## config.mk

```make
export PLATFORM = sky130hd
export DESIGN_NAME = boot_load_ctrl_flat
export DESIGN_NICKNAME = d
export VERILOG_FILES = /design/src/rtl/boot_load_ctrl_if.sv /design/src/rtl/boot_load_ctrl.sv /design/src/flat_wrapper.sv
export SDC_FILE = /design/constraint.sdc
export NUM_CORES = 1
export LEC_CHECK = 0
export ABC_AREA = 1
export BUFFER_PORTS_ARGS = -buffer_cell sky130_fd_sc_hd__buf_2
export CAP_MARGIN = 10
export CORE_ASPECT_RATIO = 1.75
export CORE_MARGIN = 2
export CORE_UTILIZATION = 40
export CTS_CLUSTER_SIZE = 30
export DETAILED_ROUTE_END_ITERATION = 16
export HOLD_SLACK_MARGIN = 0.05
export PLACE_DENSITY = 0.65
export SLEW_MARGIN = 20
export SYNTH_ARGS = -nofsm -noshare
export SYNTH_HDL_FRONTEND = slang
export SYNTH_SLANG_ARGS = --single-unit
```

## constraint.sdc

```tcl
create_clock -name clk -period 3.2 [get_ports clk]
set_clock_uncertainty 0.1 [all_clocks]
set_input_delay 0.32 -clock clk [delete_from_list [all_inputs] [get_ports clk]]
set_output_delay 0.32 -clock clk [all_outputs]
set_load 0.01 [all_outputs]
```

## src/rtl/boot_load_ctrl_if.sv

```systemverilog
`timescale 1ns/1ps
`default_nettype none
// ============================================================================
// Module   : boot_load_ctrl_if
// Brief    : Host word stream, cache write ports and run status of the boot
//            sequencer, bundled for connection to boot_load_ctrl.
// Revision : 1.0 - initial release
// ============================================================================
interface boot_load_ctrl_if;
    logic [31:0] host_data;
    logic        host_valid;
    logic        host_ready;
    logic        abort;
    logic [31:0] IData_in;
    logic [31:0] IAddr_in;
    logic        icache_we;
    logic [31:0] DData_in;
    logic [31:0] DAddr_in;
    logic        dcache_we;
    logic        start;
    logic        done;
    logic [23:0] run_count;
    logic        load_err;

    modport master (
        output host_data, host_valid, abort,
        input  host_ready, IData_in, IAddr_in, icache_we, DData_in, DAddr_in,
        input  dcache_we, start, done, run_count, load_err
    );

    modport slave (
        input  host_data, host_valid, abort,
        output host_ready, IData_in, IAddr_in, icache_we, DData_in, DAddr_in,
        output dcache_we, start, done, run_count, load_err
    );
endinterface
`default_nettype wire

```

## src/rtl/boot_load_ctrl.sv

```systemverilog
`timescale 1ns/1ps
`default_nettype none
// ============================================================================
// Module   : boot_load_ctrl
// Brief    : Decodes host segment headers, writes payload through the icache /
//            dcache write ports, then releases and times the processor run.
// Revision : 1.0 - initial release
// ============================================================================
module boot_load_ctrl #(
    parameter int AW          = 16,
    parameter int START_DELAY = 2,
    parameter int RUN_CYCLES  = 400
) (
    input  wire logic         clk,
    input  wire logic         rst,
    boot_load_ctrl_if.slave   bus
);

    localparam logic [2:0]  c_ST_HDR   = 3'd0;
    localparam logic [2:0]  c_ST_DATA  = 3'd1;
    localparam logic [2:0]  c_ST_DELAY = 3'd2;
    localparam logic [2:0]  c_ST_RUN   = 3'd3;
    localparam logic [2:0]  c_ST_DONE  = 3'd4;

    localparam logic [7:0]  c_START_DELAY = 8'(START_DELAY);
    localparam logic [23:0] c_RUN_CYCLES  = 24'(RUN_CYCLES);

    logic [2:0]    r_state;
    logic          r_tgt;
    logic          r_last;
    logic [AW-1:0] r_addr;
    logic [15:0]   r_rem;
    logic          r_wrapped;
    logic [7:0]    r_dly;
    logic [23:0]   r_run_count;
    logic          r_done;
    logic          r_err;
    logic          r_start;
    logic          r_iwe;
    logic          r_dwe;
    logic [31:0]   r_idata;
    logic [31:0]   r_iaddr;
    logic [31:0]   r_ddata;
    logic [31:0]   r_daddr;

    logic          w_ready;
    logic          w_acc;
    logic [AW-1:0] w_base;
    logic [23:0]   w_rc_inc;

    // Abort and reset both gate the handshake combinationally so no word slips in.
    assign w_ready  = !rst && !bus.abort &&
                      ((r_state == c_ST_HDR) || (r_state == c_ST_DATA));
    assign w_acc    = w_ready && bus.host_valid;
    assign w_base   = AW'(bus.host_data[29:16]);
    assign w_rc_inc = r_run_count + 24'd1;

    always_ff @(posedge clk) begin
        if (rst) begin
            r_state     <= c_ST_HDR;
            r_tgt       <= 1'b0;
            r_last      <= 1'b0;
            r_addr      <= '0;
            r_rem       <= '0;
            r_wrapped   <= 1'b0;
            r_dly       <= '0;
            r_run_count <= '0;
            r_done      <= 1'b0;
            r_err       <= 1'b0;
            r_start     <= 1'b0;
            r_iwe       <= 1'b0;
            r_dwe       <= 1'b0;
            r_idata     <= '0;
            r_iaddr     <= '0;
            r_ddata     <= '0;
            r_daddr     <= '0;
        end else begin
            r_iwe <= 1'b0;
            r_dwe <= 1'b0;
            if (bus.abort) begin
                r_state <= c_ST_HDR;
                r_start <= 1'b0;
                r_rem   <= '0;
                if ((r_state == c_ST_RUN) || (r_state == c_ST_DONE)) begin
                    r_run_count <= '0;
                    r_done      <= 1'b0;
                    r_err       <= 1'b0;
                end
            end else begin
                case (r_state)
                    c_ST_HDR: begin
                        if (w_acc) begin
                            r_tgt     <= bus.host_data[31];
                            r_last    <= bus.host_data[30];
                            r_addr    <= w_base;
                            r_rem     <= bus.host_data[15:0];
                            r_wrapped <= 1'b0;
                            r_dly     <= '0;
                            if (bus.host_data[15:0] != 16'd0) begin
                                r_state <= c_ST_DATA;
                            end else if (bus.host_data[30]) begin
                                r_state <= c_ST_DELAY;
                            end
                        end
                    end
                    c_ST_DATA: begin
                        if (w_acc) begin
                            if (r_tgt) begin
                                r_dwe   <= 1'b1;
                                r_ddata <= bus.host_data;
                                r_daddr <= 32'(r_addr);
                            end else begin
                                r_iwe   <= 1'b1;
                                r_idata <= bus.host_data;
                                r_iaddr <= 32'(r_addr);
                            end
                            // Flag lands with the first strobe at a wrapped address.
                            if (r_wrapped) begin
                                r_err <= 1'b1;
                            end
                            if (r_addr == {AW{1'b1}}) begin
                                r_wrapped <= 1'b1;
                            end
                            r_addr <= r_addr + 1'b1;
                            r_rem  <= r_rem - 16'd1;
                            r_dly  <= '0;
                            if (r_rem == 16'd1) begin
                                r_state <= r_last ? c_ST_DELAY : c_ST_HDR;
                            end
                        end
                    end
                    c_ST_DELAY: begin
                        // The first DELAY cycle is the final strobe itself, so we count to START_DELAY inclusive.
                        if (r_dly == c_START_DELAY) begin
                            r_state <= c_ST_RUN;
                            r_start <= 1'b1;
                        end else begin
                            r_dly <= r_dly + 8'd1;
                        end
                    end
                    c_ST_RUN: begin
                        if (r_run_count != {24{1'b1}}) begin
                            r_run_count <= w_rc_inc;
                        end
                        if (w_rc_inc == c_RUN_CYCLES) begin
                            r_done  <= 1'b1;
                            r_state <= c_ST_DONE;
                        end
                    end
                    c_ST_DONE: begin
                    end
                    default: begin
                        r_state <= c_ST_HDR;
                    end
                endcase
            end
        end
    end

    assign bus.host_ready = w_ready;
    assign bus.IData_in   = r_idata;
    assign bus.IAddr_in   = r_iaddr;
    assign bus.icache_we  = r_iwe;
    assign bus.DData_in   = r_ddata;
    assign bus.DAddr_in   = r_daddr;
    assign bus.dcache_we  = r_dwe;
    assign bus.start      = r_start;
    assign bus.done       = r_done;
    assign bus.run_count  = r_run_count;
    assign bus.load_err   = r_err;

endmodule
`default_nettype wire

```

## src/flat_wrapper.sv

```systemverilog
// flat-port wrapper written by rule: the top's interface ports become plain ports
module boot_load_ctrl_flat 
#(
    parameter int AW          = 16,
    parameter int START_DELAY = 2,
    parameter int RUN_CYCLES  = 400
)
  (clk, rst, bus_host_data, bus_host_valid, bus_abort, bus_host_ready, bus_IData_in, bus_IAddr_in, bus_icache_we, bus_DData_in, bus_DAddr_in, bus_dcache_we, bus_start, bus_done, bus_run_count, bus_load_err);
  boot_load_ctrl_if bus_i ();
  input  wire logic clk;
  input  wire logic rst;
  input wire logic [$bits(bus_i.host_data)-1:0] bus_host_data;
  input wire logic [$bits(bus_i.host_valid)-1:0] bus_host_valid;
  input wire logic [$bits(bus_i.abort)-1:0] bus_abort;
  output wire logic [$bits(bus_i.host_ready)-1:0] bus_host_ready;
  output wire logic [$bits(bus_i.IData_in)-1:0] bus_IData_in;
  output wire logic [$bits(bus_i.IAddr_in)-1:0] bus_IAddr_in;
  output wire logic [$bits(bus_i.icache_we)-1:0] bus_icache_we;
  output wire logic [$bits(bus_i.DData_in)-1:0] bus_DData_in;
  output wire logic [$bits(bus_i.DAddr_in)-1:0] bus_DAddr_in;
  output wire logic [$bits(bus_i.dcache_we)-1:0] bus_dcache_we;
  output wire logic [$bits(bus_i.start)-1:0] bus_start;
  output wire logic [$bits(bus_i.done)-1:0] bus_done;
  output wire logic [$bits(bus_i.run_count)-1:0] bus_run_count;
  output wire logic [$bits(bus_i.load_err)-1:0] bus_load_err;
  assign bus_i.host_data = bus_host_data;
  assign bus_i.host_valid = bus_host_valid;
  assign bus_i.abort = bus_abort;
  assign bus_host_ready = bus_i.host_ready;
  assign bus_IData_in = bus_i.IData_in;
  assign bus_IAddr_in = bus_i.IAddr_in;
  assign bus_icache_we = bus_i.icache_we;
  assign bus_DData_in = bus_i.DData_in;
  assign bus_DAddr_in = bus_i.DAddr_in;
  assign bus_dcache_we = bus_i.dcache_we;
  assign bus_start = bus_i.start;
  assign bus_done = bus_i.done;
  assign bus_run_count = bus_i.run_count;
  assign bus_load_err = bus_i.load_err;
  boot_load_ctrl #(.AW(AW), .START_DELAY(START_DELAY), .RUN_CYCLES(RUN_CYCLES)) u_core (.clk(clk), .rst(rst), .bus(bus_i));
endmodule
```

* After elaboration in Yosys (flattened, before gate mapping)
Index checks and enable logic that the tools add are counted. W data, S select, Z words.
Operators by class: $add $sub $neg 4, equality and inequality tests 19, mux-type cells 36, bitwise gates (word level) 5, reductions and logical operators 32
Operators with widths (number):
- $mux W24 | 4
- $mux W16 | 4
- $pmux W16 S2 | 2
- $add A24 B1 Y24 const B | 1
- $eq A24 B9 Y1 const B | 1
- $ne A24 B24 Y1 const B | 1
- $mux W3 | 7
- $reduce_and A4 Y1 | 5
- $add A16 B1 Y16 const B | 1
- $eq A16 B1 Y1 const B | 1
- $eq A16 B16 Y1 const B | 1
- $mux W8 | 2
- $pmux W8 S2 | 1
- $reduce_bool A16 Y1 | 1
- $reduce_bool A2 Y1 | 8
- $sub A16 B1 Y16 const B | 1
- $pmux W3 S5 | 1
- $mux W1 | 13
- $reduce_and A3 Y1 | 4
- $ne A2 B1 Y1 const B | 5
- $add A8 B1 Y8 const B | 1
- $eq A8 B2 Y1 const B | 1
- $ne A2 B2 Y1 const B | 4
- $reduce_and A7 Y1 | 1
- 15 further kinds | 25
Word-level totals: bits in registers 171, input bits 36, output and inout port bits 158, word-level logic and storage cells 113

* Logic depth before layout (Yosys ltp)
Gate-level depths: netlist (run 1).
word-level depth 7, gate-level depth with buffers 17, mapped depth without buffers 17

* Worst setup path before layout (run 1)
No wires, ideal clock.
path type reg-to-reg, start point register u_core.r_run_count[1] (netlist: u_core.bus.run_count[1]), end point register u_core.r_state[1], library setup time 0.113 ns, arrival time 1.860 ns, required time 2.987 ns, slack 1.127 ns, stages on the path, launching flop included 17, path buffers 0, clock period less this slack 2.073 ns, cells stage by stage dfxtp_1 ha_1 nand3_2 inv_2 nand2_2 nor2_4 nand2_1 nand2_1 nand2_1 nor2_2 nand2_1 nor2_1 nand2_1 nand2_1 nand2_2 o21ai_1 inv_1
On the way: cells in the longest elaborated chain, start to end 4
RTL lines:
- from (decl) | RTL line boot_load_ctrl.sv:35 | logic [23:0] r_run_count;
- from (signal assigned) | RTL line boot_load_ctrl.sv:143 | r_run_count <= w_rc_inc;
- $add A24 B1 Y24 | RTL line boot_load_ctrl.sv:56 | assign w_rc_inc = r_run_count + 24'd1;
- $eq A24 B9 Y1 | RTL line boot_load_ctrl.sv:145 | if (w_rc_inc == c_RUN_CYCLES) begin
- $ne A2 B2 Y1 (no source line)
- $reduce_and A7 Y1 (no source line)
- to (signal assigned) | RTL line boot_load_ctrl.sv:60 | r_state <= c_ST_HDR;
- to (signal assigned) | RTL line boot_load_ctrl.sv:147 | r_state <= c_ST_DONE;
- to (signal assigned) | RTL line boot_load_ctrl.sv:153 | r_state <= c_ST_HDR;
- to (decl) | RTL line boot_load_ctrl.sv:28 | logic [2:0] r_state;
No other way between the ends. A chain may end at the register's enable or synchronous reset.

* Final worst setup path (run 1)
start point register u_core.r_state[1], end point register u_core.r_idata[16] (netlist: u_core.bus.IData_in[16])
On the way: cells in the longest elaborated chain, start to end 5, elaborated cells between the ends (all ways) 6, classes of those cells eq/ne: 1; reduce/logical: 5
RTL lines:
- from (signal assigned) | RTL line boot_load_ctrl.sv:60
- from (signal assigned) | RTL line boot_load_ctrl.sv:81 | r_state <= c_ST_HDR;
- from (signal assigned) | RTL line boot_load_ctrl.sv:100 | r_state <= c_ST_DATA;
- $eq A3 B1 Y1 / $logic_not A3 Y1 (equally long branches) | RTL line boot_load_ctrl.sv:53, boot_load_ctrl.sv:90
- $logic_or A1 B1 Y1 | RTL line boot_load_ctrl.sv:53 | ((r_state == c_ST_HDR) || (r_state == c_ST_DATA));
- $logic_and A1 B1 Y1 | RTL line boot_load_ctrl.sv:52 | assign w_ready = !rst && !bus.abort &&
- $logic_and A1 B1 Y1 | RTL line boot_load_ctrl.sv:54 | assign w_acc = w_ready && bus.host_valid;
- $reduce_and A4 Y1 (no source line) *
- to (signal assigned) | RTL line boot_load_ctrl.sv:114 | r_idata <= bus.host_data;
- to (decl) | RTL line boot_load_ctrl.sv:41 | logic [31:0] r_idata;
Every way passes the cells marked *; elsewhere a longest branch is shown, timed or not.

==> results.toml, run 1 <==
[pwr]
ir_worst_vdd_uv = 361
power_density_nw_per_um2 = 482
p_seq_share_pct = 48.0
leakage_nw = 4.37
switching_share_pct = 26.5
pwr-share-comb_pct = 6.8
netSwitchingPower_mw = 1.20
p_int_mw = 3.34
clockPowerShare_pct = 45.3

[synth]
yosysSeqAreaShare_pct = 43.1
synthArstFlopShare_pct = 0
synth-edff-count = 0
yosysWarnings = 0
synthFlopType = "dfxtp_1"
postSynthCellCount = 1090
synthDistinctLibCells = 45
yosysTopAreaCell = "dfxtp_1"
synth_area_per_cell_um2 = 7.28
synth.area.top_cells = "dfxtp_1, nand2_1, o21ai_0"
yosysTopAreaCellShare_pct = 43.1
ys_seq_elements = 171
syn_area_um2 = 7940

[global_route]
grt_pass1_wl_um = 37300
overflow = 0
grt_antenna_before_repair = 0
grt_pass1_vias = 7059
grt_use_total_pct = 22.7
grt_max_degree = 60

[timing]
max_slew.worst_pin.slew_ns = 0.754
finalHoldViolations = 0
setup_ws_ns = 0.584
period_minus_slack_ns = 2.62
period_share_pct = 81.7
slew_headroom_pct = 49.7
rsz0062_at_grt = "false"
fin_setup_tns_ns = 0
clock.fmax_mhz = 382
finalSetupViolations = 0
drv_slew = 0

[die]
die_h_um = 190
initial_core_util_pct = 40.6
die-area_um2 = 21000
core-area_um2 = 19600
io_pins = 194
num_rows = 68
die_x_um = 110

[final_layout]
regArea_um2 = 3420
layout-drive-gt1-share_pct = 19.5
areaGrowthSynthToFinish_pct = 18.9
multi_input_area_um2 = 3750
nFillCells = 1986
num_antenna_cells = 0
nNetsFinal = 1284

[clocking]
cts_setup_buffers = 0
htree_levels = 4
cts_resized = 0
cts_buffers = 17
clk_pin_slew_ns = 0.07
cts_root_buf = "clkbuf_16"
clock_sinks = 171
clockBufferDepth = 2
cts_hold_buf = 0
clk-insertion-delay-late_ns = 0.44
cts_tree = "done"

[setup_path]
critPathCaptureType = "flop"
cp-start-kind = "flop"
cp.required_ns = 3.43
critical_path_class = "flop to flop"
arrival_ns = 2.84
cp_max_fo = 49

[job]
drv_cap = 0

[drt]
drt_iter0_markers = 410
vias = 7614
routed_via_density = 5.08
avgRoutedWirePerCell_um = 16.3
finalWirelength_um = 24500
drcViolationCount = 0
antenna_left = 0
drt_first_pass_iters = 5

[worst_hold_path]
hold_path.class = "primary input to flop"

[placement]
io_buffers = 161
dp_hpwl_um = 18600
dp_slack_ns = 0.517
routabilityCongestion = 0.920

[outcome]
status = "finished, final reports clean"
[worst max-delay path, cell delays in order (launching register included)]
cell and delay [ns]:
dfxtp_1 0.34, inv_2 0.09, nand3_1 0.19, a21oi_2 0.19, nand2_1 0.09, inv_2 0.17, nand2_4 0.16, nor2_8 0.50
inv_1 0.42, nor2_1 0.18, nor2_1 0.06
[synthesized netlist by cell type, drive strengths merged (7+ instances only)]
cell type and n:
dfxtp 171, nand2 192, nor3 20, inv 114
nand3 44, clkbuf 17, nor2 150, a21oi 92
o21ai 127, a31oi 16, ha 7, o32ai 12
xor2 12, nand4 15, buf 61
[path summary, 6_finish.rpt]
path / startpoint / endpoint / slack (ns) / cells past startpoint
hold / removal: bus_host_data[23] / u_core.bus.IData_in[23] / 0.08 / 3
setup / recovery: u_core.r_state[1] / u_core.bus.IData_in[16] / 0.58 / 10
hold reg to reg: u_core.r_dly[7] / u_core.r_dly[7] / 0.38 / 2
setup reg to reg: u_core.r_state[1] / u_core.bus.IData_in[16] / 0.58 / 10
[layer usage]
layer	up-vias	track usage (%)	wire (um)
met3	58	4.07	808
met5	-	0	0
met1	3485	21.9	8720
met4	0	11.1	1100
li1	3841	-	-
met2	230	45.3	13900
[final cells by class]
type                    count  share of cell area, %
clock buffers              17                   4.51
clock inverters            15                   1.63
inverters                 114                   4.54
multi-input cells         758                   39.8
flip-flops and latches    171                   36.3
well taps                 245                   3.25
repair buffers            179                   9.97
[registers in the layout, summed over array words and instances, names as in the netlist]
signal and count:
u_core.bus.DData_in 32, u_core.bus.IData_in 32, u_core.bus.run_count 24, u_core.bus.DAddr_in 16
u_core.bus.IAddr_in 16, u_core.r_addr 16, u_core.r_rem 16, u_core.r_dly 8
u_core.r_state 3, u_core.bus.dcache_we 1, u_core.bus.done 1, u_core.bus.icache_we 1
u_core.bus.load_err 1, u_core.bus.start 1, u_core.r_last 1, u_core.r_tgt 1
u_core.r_wrapped 1
[metrics by stage]
stage	hold WS, ns	area, um2	cells	power, mW	utilization (%)
finish	0.0796	9430	1499	4.55	48.2
global route	0.0751	9430	1499	4.70	48.2
CTS	0.0689	9430	1499	4.57	48.2
global placement	0.353	8850	1467	2.53	45.2
floorplan	0.330	8050	1121	2.45	-
detailed placement	0.364	8850	1467	2.53	45.2
[power groups by stage]
stage          clock network, mW  registers (mW)  logic [mW]
2_1_floorplan                  0            2.23       0.224
3_3_place_gp                   0            2.23       0.305
3_5_place_dp                   0            2.23       0.306
4_1_cts                     2.09            2.18       0.308
5_1_grt                     2.17            2.18       0.340
6_report                    2.06            2.18       0.308
[cells by family after synthesis]
| family | synth area share [%] |
|---|---|
| and+or+nand+nor | 24.5 |
| DFF | 43.1 |
| xor gates and xnor gates | 1.77 |
| AOI/OAI and AO/OA | 18.4 |
| adders and majority gates | 1.10 |
| buffers and inverters | 11.0 |
| other | 0.0473 |
[cells in the final DEF (no fill, tap or decap), types with 4 or more instances in the layout]
cell type   Yosys  routed
a21oi_1        91      91
a22oi_1         4       4
a31oi_1        16      16
buf_2          27     161
buf_4          32      18
clkbuf_16       0      17
clkinvlp_4      0       5
conb_1          1      32
dfxtp_1       171     171
ha_1            7       7
inv_1         110     109
inv_2           4       5
inv_6           0       5
nand2_1       185     185
nand2_2         5       5
nand3_1        43      43
nand4_1        15      15
nor2_1        138     138
nor2_2          5       5
nor2_4          4       4
nor3_1         17      17
o21ai_0       111     111
o21ai_1        16      16
o311ai_0        4       4
o32ai_1        12      12
xnor2_1         4       4
xor2_1         12      12
Power figures use the tool's default switching activity.
==> inputs of run 2 (changes only) <==
Settings changed: ABC_AREA 1 to 0.
Clock period 3.2 ns to 2.7 ns, I/O delays scaled along.
==> results.toml, run 2 <==
[clocking]
clockBufferDepth = 2
clk-insertion-delay-late_ns = 0.43
clock_sinks = 171
cts_tree = "done"
htree_levels = 4
clk_pin_slew_ns = 0.07
cts_root_buf = "clkbuf_16"
cts_buffers = 17

[final_layout]
finalNonFillerCells = 1483
num_antenna_cells = 0
final_cell_mix = "nand2_1, dfxtp_1, buf_2"
nNetsFinal = 1268
multi_input_area_um2 = 4090
areaGrowthSynthToFinish_pct = 24.3
layout-drive-gt1-share_pct = 20.8
nFillCells = 1904
regArea_um2 = 3420
final_util_pct = 50.4
fin_area_um2 = 9900
final_common_cell = "nand2_1"

[synth]
synthFlopType = "dfxtp_1"
synth-edff-count = 0
synth.area.top_cells = "dfxtp_1, nand2_1, a21oi_1"
syn_area_um2 = 7970
ys_seq_elements = 171
yosysTopAreaCell = "dfxtp_1"
synthArstFlopShare_pct = 0
yosysSeqAreaShare_pct = 43.0
synthDistinctLibCells = 67
synth_common_cells = "nand2_1, dfxtp_1, a21oi_1, nor2_1, o21ai_0"
postSynthCellCount = 1047
synth_area_per_cell_um2 = 7.61
yosysTopAreaCellShare_pct = 43.0
yosysWarnings = 0
synth_most_common_cell = "nand2_1"

[pwr]
leakage_nw = 4.00
power_density_nw_per_um2 = 534
ir_worst_vdd_uv = 494
p_total_mw = 5.29

[drt]
avgRoutedWirePerCell_um = 16.6
drcViolationCount = 0
antenna_left = 0
routed_via_density = 5.40
drt_first_pass_iters = 5
drt_iter0_markers = 606
finalWirelength_um = 24700
vias = 8008

[timing]
rsz0062_at_grt = "false"
period_share_pct = 89.6
finalHoldViolations = 0
max_slew.worst_pin.slew_ns = 0.743
clock.fmax_mhz = 413
whs_ns = 0.0915
period_minus_slack_ns = 2.42
slew_headroom_pct = 50.5
finalSetupViolations = 0
drv_slew = 0
setup_ws_ns = 0.281
fin_setup_tns_ns = 0

[die]
die-area_um2 = 21100
die_h_um = 191
initial_core_util_pct = 40.5
die_x_um = 111
num_rows = 68
core-area_um2 = 19700
io_pins = 194

[placement]
io_buffers = 161
routabilityCongestion = 0.866
dp_hpwl_um = 16800
placedCellCount = 1419
dp_slack_ns = 0.237
dpl-instance-area_um2 = 9000

[outcome]
status = "finished, final reports clean"

[global_route]
overflow = 0
grt_use_total_pct = 22.9
grt_antenna_before_repair = 0
grt_pass1_vias = 7217
grt_pass1_wl_um = 38500
grt_max_degree = 153

[setup_path]
critPathCaptureType = "flop"
cp-start-kind = "flop"
arrival_ns = 2.60
cp.required_ns = 2.88
critical_path_class = "flop to flop"
cp_max_fo = 9
r2r_slack_ns = 0.28

[job]
drv_cap = 0

[worst_hold_path]
hold_path.class = "primary input to flop"
## run 2: worst paths after layout
path / start / to / cells past startpoint
max reg2reg: u_core.bus.run_count[1] / u_core.bus.run_count[3] / 9
max: u_core.bus.run_count[1] / u_core.bus.run_count[3] / 9
min reg2reg: u_core.bus.IData_in[24] / u_core.bus.IData_in[24] / 2
min: bus_host_data[7] / u_core.bus.DData_in[7] / 3
## run 2: area by class of cell
class / instances / area share, %
flip-flops and latches: 171 / 34.6
multi-input cells: 795 / 41.3
clock buffers: 19 / 4.47
clock inverters: 13 / 1.34
repair buffers: 232 / 15.0
well taps: 245 / 3.09
inverters: 8 / 0.303
## run 2: routing by layer
metal	vias to the layer above	share of wire (%)	global-route usage, %	wire [um]
met3	54	4.4	3.34	1090
met1	3757	38	24.9	9500
met5	-	0	0	0
li1	3913	-	-	-
met2	284	53	42.4	13000
met4	0	4.5	12.3	1110
## run 2: worst max-delay path: stages (launching register included)
cell and delay [ns]:
dfxtp_2 0.41, ha_1 0.19, nand3_1 0.25, nor4_1 0.40, nand4_1 0.19, a21boi_2 0.25, or2_0 0.14, buf_4 0.16
or4b_1 0.13, a21oi_1 0.06
## run 2: logic make-up after synthesis
kind of cell               Yosys count  synth area share [%]
and+or+nand+nor                    464                  26.8
xor gates and xnor gates            17                  1.87
muxes                                5                 0.628
adders and majority gates            7                  1.10
AOI/OAI and AO/OA                  270                  19.1
buffers and inverters              112                  7.49
DFF                                171                  43.0
other                                1                0.0471
## run 2: where the power goes
group          total [mW]  switching (mW)  internal (mW)
sequential           2.56          0.0235           2.54
combinational       0.337           0.216          0.121
clock                2.39            1.07           1.32
total                5.29            1.31           3.98
## run 2: repair_timing
item,4_1_cts,5_1_grt
hold buffers,31,0
setup endpoints to repair,0,13
hold endpoints to repair,62,0
gates resized for setup,0,3
buffers inserted,0,1
